File: config.mk
export PLATFORM = sky130hd
export DESIGN_NAME = bpu_resolve_ctrl_flat
export DESIGN_NICKNAME = d
export VERILOG_FILES = /design/src/rtl/bpu_resolve_ctrl_if.sv /design/src/rtl/bpu_resolve_ctrl.sv /design/src/flat_wrapper.sv
export SDC_FILE = /design/constraint.sdc
export NUM_CORES = 1
export LEC_CHECK = 0
export CAP_MARGIN = 25
export CORE_MARGIN = 2
export CORE_UTILIZATION = 55
export CTS_CLUSTER_DIAMETER = 30
export DETAILED_ROUTE_END_ITERATION = 10
export PLACE_DENSITY = 0.79
export SYNTH_ARGS = -nofsm -noshare
export SYNTH_HDL_FRONTEND = slang
export SYNTH_SLANG_ARGS = --single-unit
File: constraint.sdc
create_clock -name clk -period 3.5 [get_ports clk]
set_input_delay 0.35 -clock clk [delete_from_list [all_inputs] [get_ports clk]]
set_output_delay 0.35 -clock clk [all_outputs]
set_load 0.03 [all_outputs]
File: src/rtl/bpu_resolve_ctrl_if.sv
// Fetch/execute-facing bundle for the branch-resolution queue.
// Optional stat_hit/stat_miss counters exist only when ZCRV_BPU_STAT_EN is defined.
interface bpu_resolve_ctrl_if #(
  parameter int DEPTH = 4,
  parameter int AW    = 32
);
  localparam int CW = $clog2(DEPTH) + 1;

  logic          alloc_vld;
  logic [AW-1:0] alloc_pc;
  logic          alloc_bxx;
  logic          alloc_taken;
  logic          alloc_rdy;
  logic          res_vld;
  logic          res_taken;
  logic [AW-1:0] fix_pc;
  logic          presuccess;
  logic          prefail;
  logic          flush;
  logic [CW-1:0] count;
  logic          res_err;
`ifdef ZCRV_BPU_STAT_EN
  logic [15:0]   stat_hit;
  logic [15:0]   stat_miss;

  modport master (
    output alloc_vld, alloc_pc, alloc_bxx, alloc_taken, res_vld, res_taken,
    input  alloc_rdy, fix_pc, presuccess, prefail, flush, count, res_err,
    input  stat_hit, stat_miss
  );
  modport slave (
    input  alloc_vld, alloc_pc, alloc_bxx, alloc_taken, res_vld, res_taken,
    output alloc_rdy, fix_pc, presuccess, prefail, flush, count, res_err,
    output stat_hit, stat_miss
  );
`else
  modport master (
    output alloc_vld, alloc_pc, alloc_bxx, alloc_taken, res_vld, res_taken,
    input  alloc_rdy, fix_pc, presuccess, prefail, flush, count, res_err
  );
  modport slave (
    input  alloc_vld, alloc_pc, alloc_bxx, alloc_taken, res_vld, res_taken,
    output alloc_rdy, fix_pc, presuccess, prefail, flush, count, res_err
  );
`endif
endinterface

File: src/rtl/bpu_resolve_ctrl.sv
// In-flight branch prediction queue: resolves the oldest entry, drives PHT update pulses and flush.
// Define ZCRV_BPU_STAT_EN to add saturating hit/miss counters.
module bpu_resolve_ctrl #(
  parameter int DEPTH = 4,
  parameter int AW    = 32
) (
  input logic             clk,
  input logic             rst,
  bpu_resolve_ctrl_if.slave bus
);
  localparam int PW = $clog2(DEPTH);
  localparam int CW = PW + 1;

  typedef enum logic {RUN, FLUSH} state_t;

  state_t        state, state_next;
  logic [PW-1:0] head, tail;
  logic [CW-1:0] count;
  logic [AW-1:0] fix_pc;
  logic          presuccess, prefail, flush, res_err;

  logic [AW-1:0] pc_mem    [DEPTH];
  logic          bxx_mem   [DEPTH];
  logic          taken_mem [DEPTH];

  logic rdy, enq, deq, mispredict, hit, err_set;

  always_comb begin
    state_next = state;
    rdy        = (state == RUN) && (count < CW'(DEPTH));
    deq        = 1'b0;
    mispredict = 1'b0;
    hit        = 1'b0;
    err_set    = 1'b0;
    enq        = 1'b0;
    case (state)
      RUN: begin
        if (bus.res_vld) begin
          if (count == '0) begin
            err_set = 1'b1;
          end else begin
            deq        = 1'b1;
            mispredict = bxx_mem[head] && (bus.res_taken != taken_mem[head]);
            hit        = bxx_mem[head] && (bus.res_taken == taken_mem[head]);
          end
        end
        // A mispredict empties the queue, so a same-cycle enqueue is dropped.
        enq = bus.alloc_vld && rdy && !mispredict;
        if (mispredict) state_next = FLUSH;
      end
      FLUSH: state_next = RUN;
      default: state_next = RUN;
    endcase
  end

  always_ff @(posedge clk or posedge rst) begin
    if (rst) begin
      state      <= RUN;
      head       <= '0;
      tail       <= '0;
      count      <= '0;
      fix_pc     <= '0;
      presuccess <= 1'b0;
      prefail    <= 1'b0;
      flush      <= 1'b0;
      res_err    <= 1'b0;
    end else begin
      state      <= state_next;
      presuccess <= hit;
      prefail    <= mispredict;
      flush      <= mispredict;
      if (deq)     fix_pc  <= pc_mem[head];
      if (err_set) res_err <= 1'b1;
      if (mispredict) begin
        head  <= '0;
        tail  <= '0;
        count <= '0;
      end else begin
        if (deq) head <= head + 1'b1;
        if (enq) tail <= tail + 1'b1;
        if (enq && !deq)      count <= count + 1'b1;
        else if (!enq && deq) count <= count - 1'b1;
      end
    end
  end

  // Storage holds no reset: occupancy is tracked purely by head/tail/count.
  genvar gi;
  generate
    for (gi = 0; gi < DEPTH; gi++) begin : g_entry
      always_ff @(posedge clk) begin
        if (enq && (tail == PW'(gi))) begin
          pc_mem[gi]    <= bus.alloc_pc;
          bxx_mem[gi]   <= bus.alloc_bxx;
          taken_mem[gi] <= bus.alloc_taken;
        end
      end
    end
  endgenerate

`ifdef ZCRV_BPU_STAT_EN
  logic [15:0] stat_hit, stat_miss;

  always_ff @(posedge clk or posedge rst) begin
    if (rst) begin
      stat_hit  <= '0;
      stat_miss <= '0;
    end else begin
      if (hit && (stat_hit != 16'hFFFF))         stat_hit  <= stat_hit + 16'd1;
      if (mispredict && (stat_miss != 16'hFFFF)) stat_miss <= stat_miss + 16'd1;
    end
  end

  assign bus.stat_hit  = stat_hit;
  assign bus.stat_miss = stat_miss;
`endif

  assign bus.alloc_rdy  = rdy;
  assign bus.fix_pc     = fix_pc;
  assign bus.presuccess = presuccess;
  assign bus.prefail    = prefail;
  assign bus.flush      = flush;
  assign bus.count      = count;
  assign bus.res_err    = res_err;
endmodule

File: src/flat_wrapper.sv
// flat-port wrapper written by rule: the top's interface ports become plain ports
module bpu_resolve_ctrl_flat 
#(
  parameter int DEPTH = 4,
  parameter int AW    = 32
)
  (clk, rst, bus_alloc_vld, bus_alloc_pc, bus_alloc_bxx, bus_alloc_taken, bus_res_vld, bus_res_taken, bus_alloc_rdy, bus_fix_pc, bus_presuccess, bus_prefail, bus_flush, bus_count, bus_res_err);
  bpu_resolve_ctrl_if #(.DEPTH(DEPTH), .AW(AW)) bus_i ();
  input logic clk;
  input logic rst;
  input wire logic [$bits(bus_i.alloc_vld)-1:0] bus_alloc_vld;
  input wire logic [$bits(bus_i.alloc_pc)-1:0] bus_alloc_pc;
  input wire logic [$bits(bus_i.alloc_bxx)-1:0] bus_alloc_bxx;
  input wire logic [$bits(bus_i.alloc_taken)-1:0] bus_alloc_taken;
  input wire logic [$bits(bus_i.res_vld)-1:0] bus_res_vld;
  input wire logic [$bits(bus_i.res_taken)-1:0] bus_res_taken;
  output wire logic [$bits(bus_i.alloc_rdy)-1:0] bus_alloc_rdy;
  output wire logic [$bits(bus_i.fix_pc)-1:0] bus_fix_pc;
  output wire logic [$bits(bus_i.presuccess)-1:0] bus_presuccess;
  output wire logic [$bits(bus_i.prefail)-1:0] bus_prefail;
  output wire logic [$bits(bus_i.flush)-1:0] bus_flush;
  output wire logic [$bits(bus_i.count)-1:0] bus_count;
  output wire logic [$bits(bus_i.res_err)-1:0] bus_res_err;
  assign bus_i.alloc_vld = bus_alloc_vld;
  assign bus_i.alloc_pc = bus_alloc_pc;
  assign bus_i.alloc_bxx = bus_alloc_bxx;
  assign bus_i.alloc_taken = bus_alloc_taken;
  assign bus_i.res_vld = bus_res_vld;
  assign bus_i.res_taken = bus_res_taken;
  assign bus_alloc_rdy = bus_i.alloc_rdy;
  assign bus_fix_pc = bus_i.fix_pc;
  assign bus_presuccess = bus_i.presuccess;
  assign bus_prefail = bus_i.prefail;
  assign bus_flush = bus_i.flush;
  assign bus_count = bus_i.count;
  assign bus_res_err = bus_i.res_err;
  bpu_resolve_ctrl #(.DEPTH(DEPTH), .AW(AW)) u_core (.clk(clk), .rst(rst), .bus(bus_i));
endmodule
==> results by group <==
Outcome
  • Status: finished clean

Floorplan
  • DIE WIDTH: 114 µm
  • Core Area: 12000 µm²
  • Starting density of the core: 0.561
  • Die area: 13100 µm²
  • Die H: 114 µm
  • # IOs: 79
  • Row count: 40

STA
  • Setup Skew: 6.64 ps
  • Worst Tran Pin Value: 688 ps
  • Max transition margin: 0.541
  • PnR worst setup slack: 792 ps
  • RSZ-0062 raised after global routing: false
  • Final hold vios: 0
  • Highest Clock Rate: 369 MHz
  • Max-slew violations: 0
  • Period utilization: 0.774
  • TNS Setup: 0 ps
  • # setup viols final: 0
  • Fin crit period: 2710 ps

Layout
  • Antenna diodes: 0
  • Final Non-Filler Cells: 559
  • Area growth, synth to finish: 23.9%
  • Most common library cell in the layout ignoring fill and taps: edfxtp_1
  • Layout cells sized above 1: 0.282
  • Commonest cells after routing, fill and taps aside: edfxtp_1 (136), clkdlybuf4s50_1 (78), dfrtp_1 (40)
  • Post-Route Utilization: 0.695
  • Nets: 444

Clock network
  • Clock Path Buffers: 2
  • Clk_lat worst skew: 420 ps
  • # hold bufs at CTS: 0
  • Worst-path clk slew: 60 ps
  • Setup bufs post-CTS: 0
  • Clock Root Buffer: clkbuf_16
  • H-tree depth: 4
  • TritonCTS clock tree: built
  • CTS Buf Count: 17
  • Num Clock Sinks: 178
  • Post-cts sizing count: 0

Power and ir drop
  • Pwr dens: 914 nW/µm²
  • Leakage power: 2.92 nW
  • Peak supply drop: 0.513 mV

Placement
  • Gp weighted congestion: 0.777
  • Port bufs: 78
  • DP Wirelength: 7010 µm
  • Placement Setup Slack: 800 ps
  • Cells after DPL: 526

Route
  • DRC viols: 0
  • Antenna-violating nets left: 0
  • Initial drt markers: 167
  • Vias: 3158
  • Pre-antenna DRT Iters: 4
  • Final Routed Wirelength: 11700 µm
  • Mean number of vias per cell: 5.65
  • WL per Instance: 21.0 µm

Synth
  • Yosys top cell area share: 0.609
  • Syn. warnings: 0
  • Mapped Nets: 350
  • Synth Register Bits: 178
  • Synth cell types: 27
  • Mapped Area: 6710 µm²
  • Area leader, netlist: edfxtp_1
  • Sequential share of the synthesized area: 0.766
  • Synthesized instance count: 305
  • Synthesized area per cell: 22.0 µm²
  • Synth area leaders: edfxtp_1 (61%), dfrtp_1 (16%), mux4_2 (11%)

Critical path
  • WP data arrival: 3000 ps
  • Kind of end point of the critical path: register
  • Worst Path Max Fanout: 13
  • Critical-path cell list: mux4_2, xnor2_4, o211ai_4, inv_4, ha_1, fa_1, xnor2_1, nor2_1, xnor2_1, nor2_1
  • Worst path slowest cell: dfrtp_2
  • CP required: 3790 ps
  • Setup CP Type: reg2reg
  • Critical Path Max Stage Delay: 570 ps
  • Startpoint Class: register

Job
  • MaxCap Viol Count: 0

GRT
  • Initial antenna violation count: 0
  • First-pass GRT wire length: 18700 µm
  • Grt total ovfl: 0
  • Total Routing Usage GR: 0.197
  • Vias in the first global route: 3389
  • Largest net degree at the start of global routing: 43

Worst hold path
  • Worst min path class: in2async
==> layer usage <==
| layer | part of all wire | vias to the layer above | global-route usage |
|---|---|---|---|
| met4 | 0.016 | 0 | 0.0837 |
| li1 | - | 1392 | - |
| met5 | 0 | - | 0 |
| met2 | 0.51 | 69 | 0.322 |
| met1 | 0.44 | 1683 | 0.264 |
| met3 | 0.035 | 14 | 0.0392 |
==> synthesized netlist by cell type (all sizes together) <==
cell    instances
edfxtp        136
dfrtp          42
mux4           34
mux2           32
buf            10
nor2            9
inv             8
and2            5
ha              5
xnor2           4
clkbuf          3
nand3           3
mux2i           2
o21ai           2
xor2            2
a21o            1
a21oi           1
and3            1
fa              1
nor2b           1
nor3            1
o211ai          1
or3             1
==> cell families (layout without fill, tap and decap cells) <==
group,Yosys count,after routing,synth area share
adder cells (fa/ha/maj),6,6,0.0123
buffers and inverters,21,128,0.0185
flip-flops,178,178,0.766
AND/OR/NAND/NOR,21,21,0.0155
AO/OA/AOI/OAI,5,5,0.00653
multiplexers,68,68,0.171
XOR/XNOR,6,6,0.0106
==> critical path: cells and delay by family (launching register included) <==
| kind | cells | cell delay, ps |
|---|---|---|
| muxes | 1 | 420 |
| buffers and inverters | 1 | 70 |
| AOI/OAI and AO/OA | 1 | 270 |
| xor gates and xnor gates | 3 | 460 |
| and+or+nand+nor | 2 | 180 |
| adders and majority gates | 2 | 610 |
| DFF | 1 | 570 |
==> report_power, final <==
part | switching (mW) | internal [mW]
Sequential | 0.239 | 2.81
Clock | 0.738 | 1.28
Combinational | 1.32 | 1.21
Total | 2.29 | 5.30
==> final cells by class <==
cell class	instances	area [µm²]
sequential	178	5140
fill	751	3650
multi-input combinational	106	1450
timing repair buffer	88	868
clock buffer	20	447
clock inverter	12	188
tap	147	184
inverter	8	32.5
==> sequential cells by signal, indices dropped and copies added, names as in the netlist <==
register / flops
u_core.bus.presuccess: 1
u_core.bxx_mem: 4
u_core.tail: 2
u_core.bus.prefail: 1
u_core.head: 2
u_core.bus.count: 3
u_core.bus.fix_pc: 32
u_core.taken_mem: 4
u_core.pc_mem: 128
u_core.bus.res_err: 1
==> stage by stage <==
| step | power [mW] | cell area [µm²] | hold slack (ps) |
|---|---|---|---|
| detailed placement | 5.64 | 7660 | 484 |
| global placement | 5.56 | 7660 | 443 |
| finish | 7.59 | 8310 | 138 |
| global route | 7.93 | 8310 | 144 |
| CTS | 7.66 | 8290 | 498 |
| floorplan | 4.79 | 6710 | 449 |
==> path summary, 6_finish.rpt <==
kind                       slack, ps  depth (start not counted)               start               endpoint
setup / recovery                 790                         10      u_core.head[1]    u_core.bus.count[2]
hold / removal                   140                          2                 rst  u_core.bus.fix_pc[15]
setup reg to reg                 790                         10      u_core.head[1]    u_core.bus.count[2]
hold reg to reg                  480                          1  u_core.bus.res_err     u_core.bus.res_err
max in group asynchronous       2890                          3                 rst         u_core.head[0]
min in group clk                 480                          1  u_core.bus.res_err     u_core.bus.res_err
No activity file was read; power rests on OpenSTA's default activity.
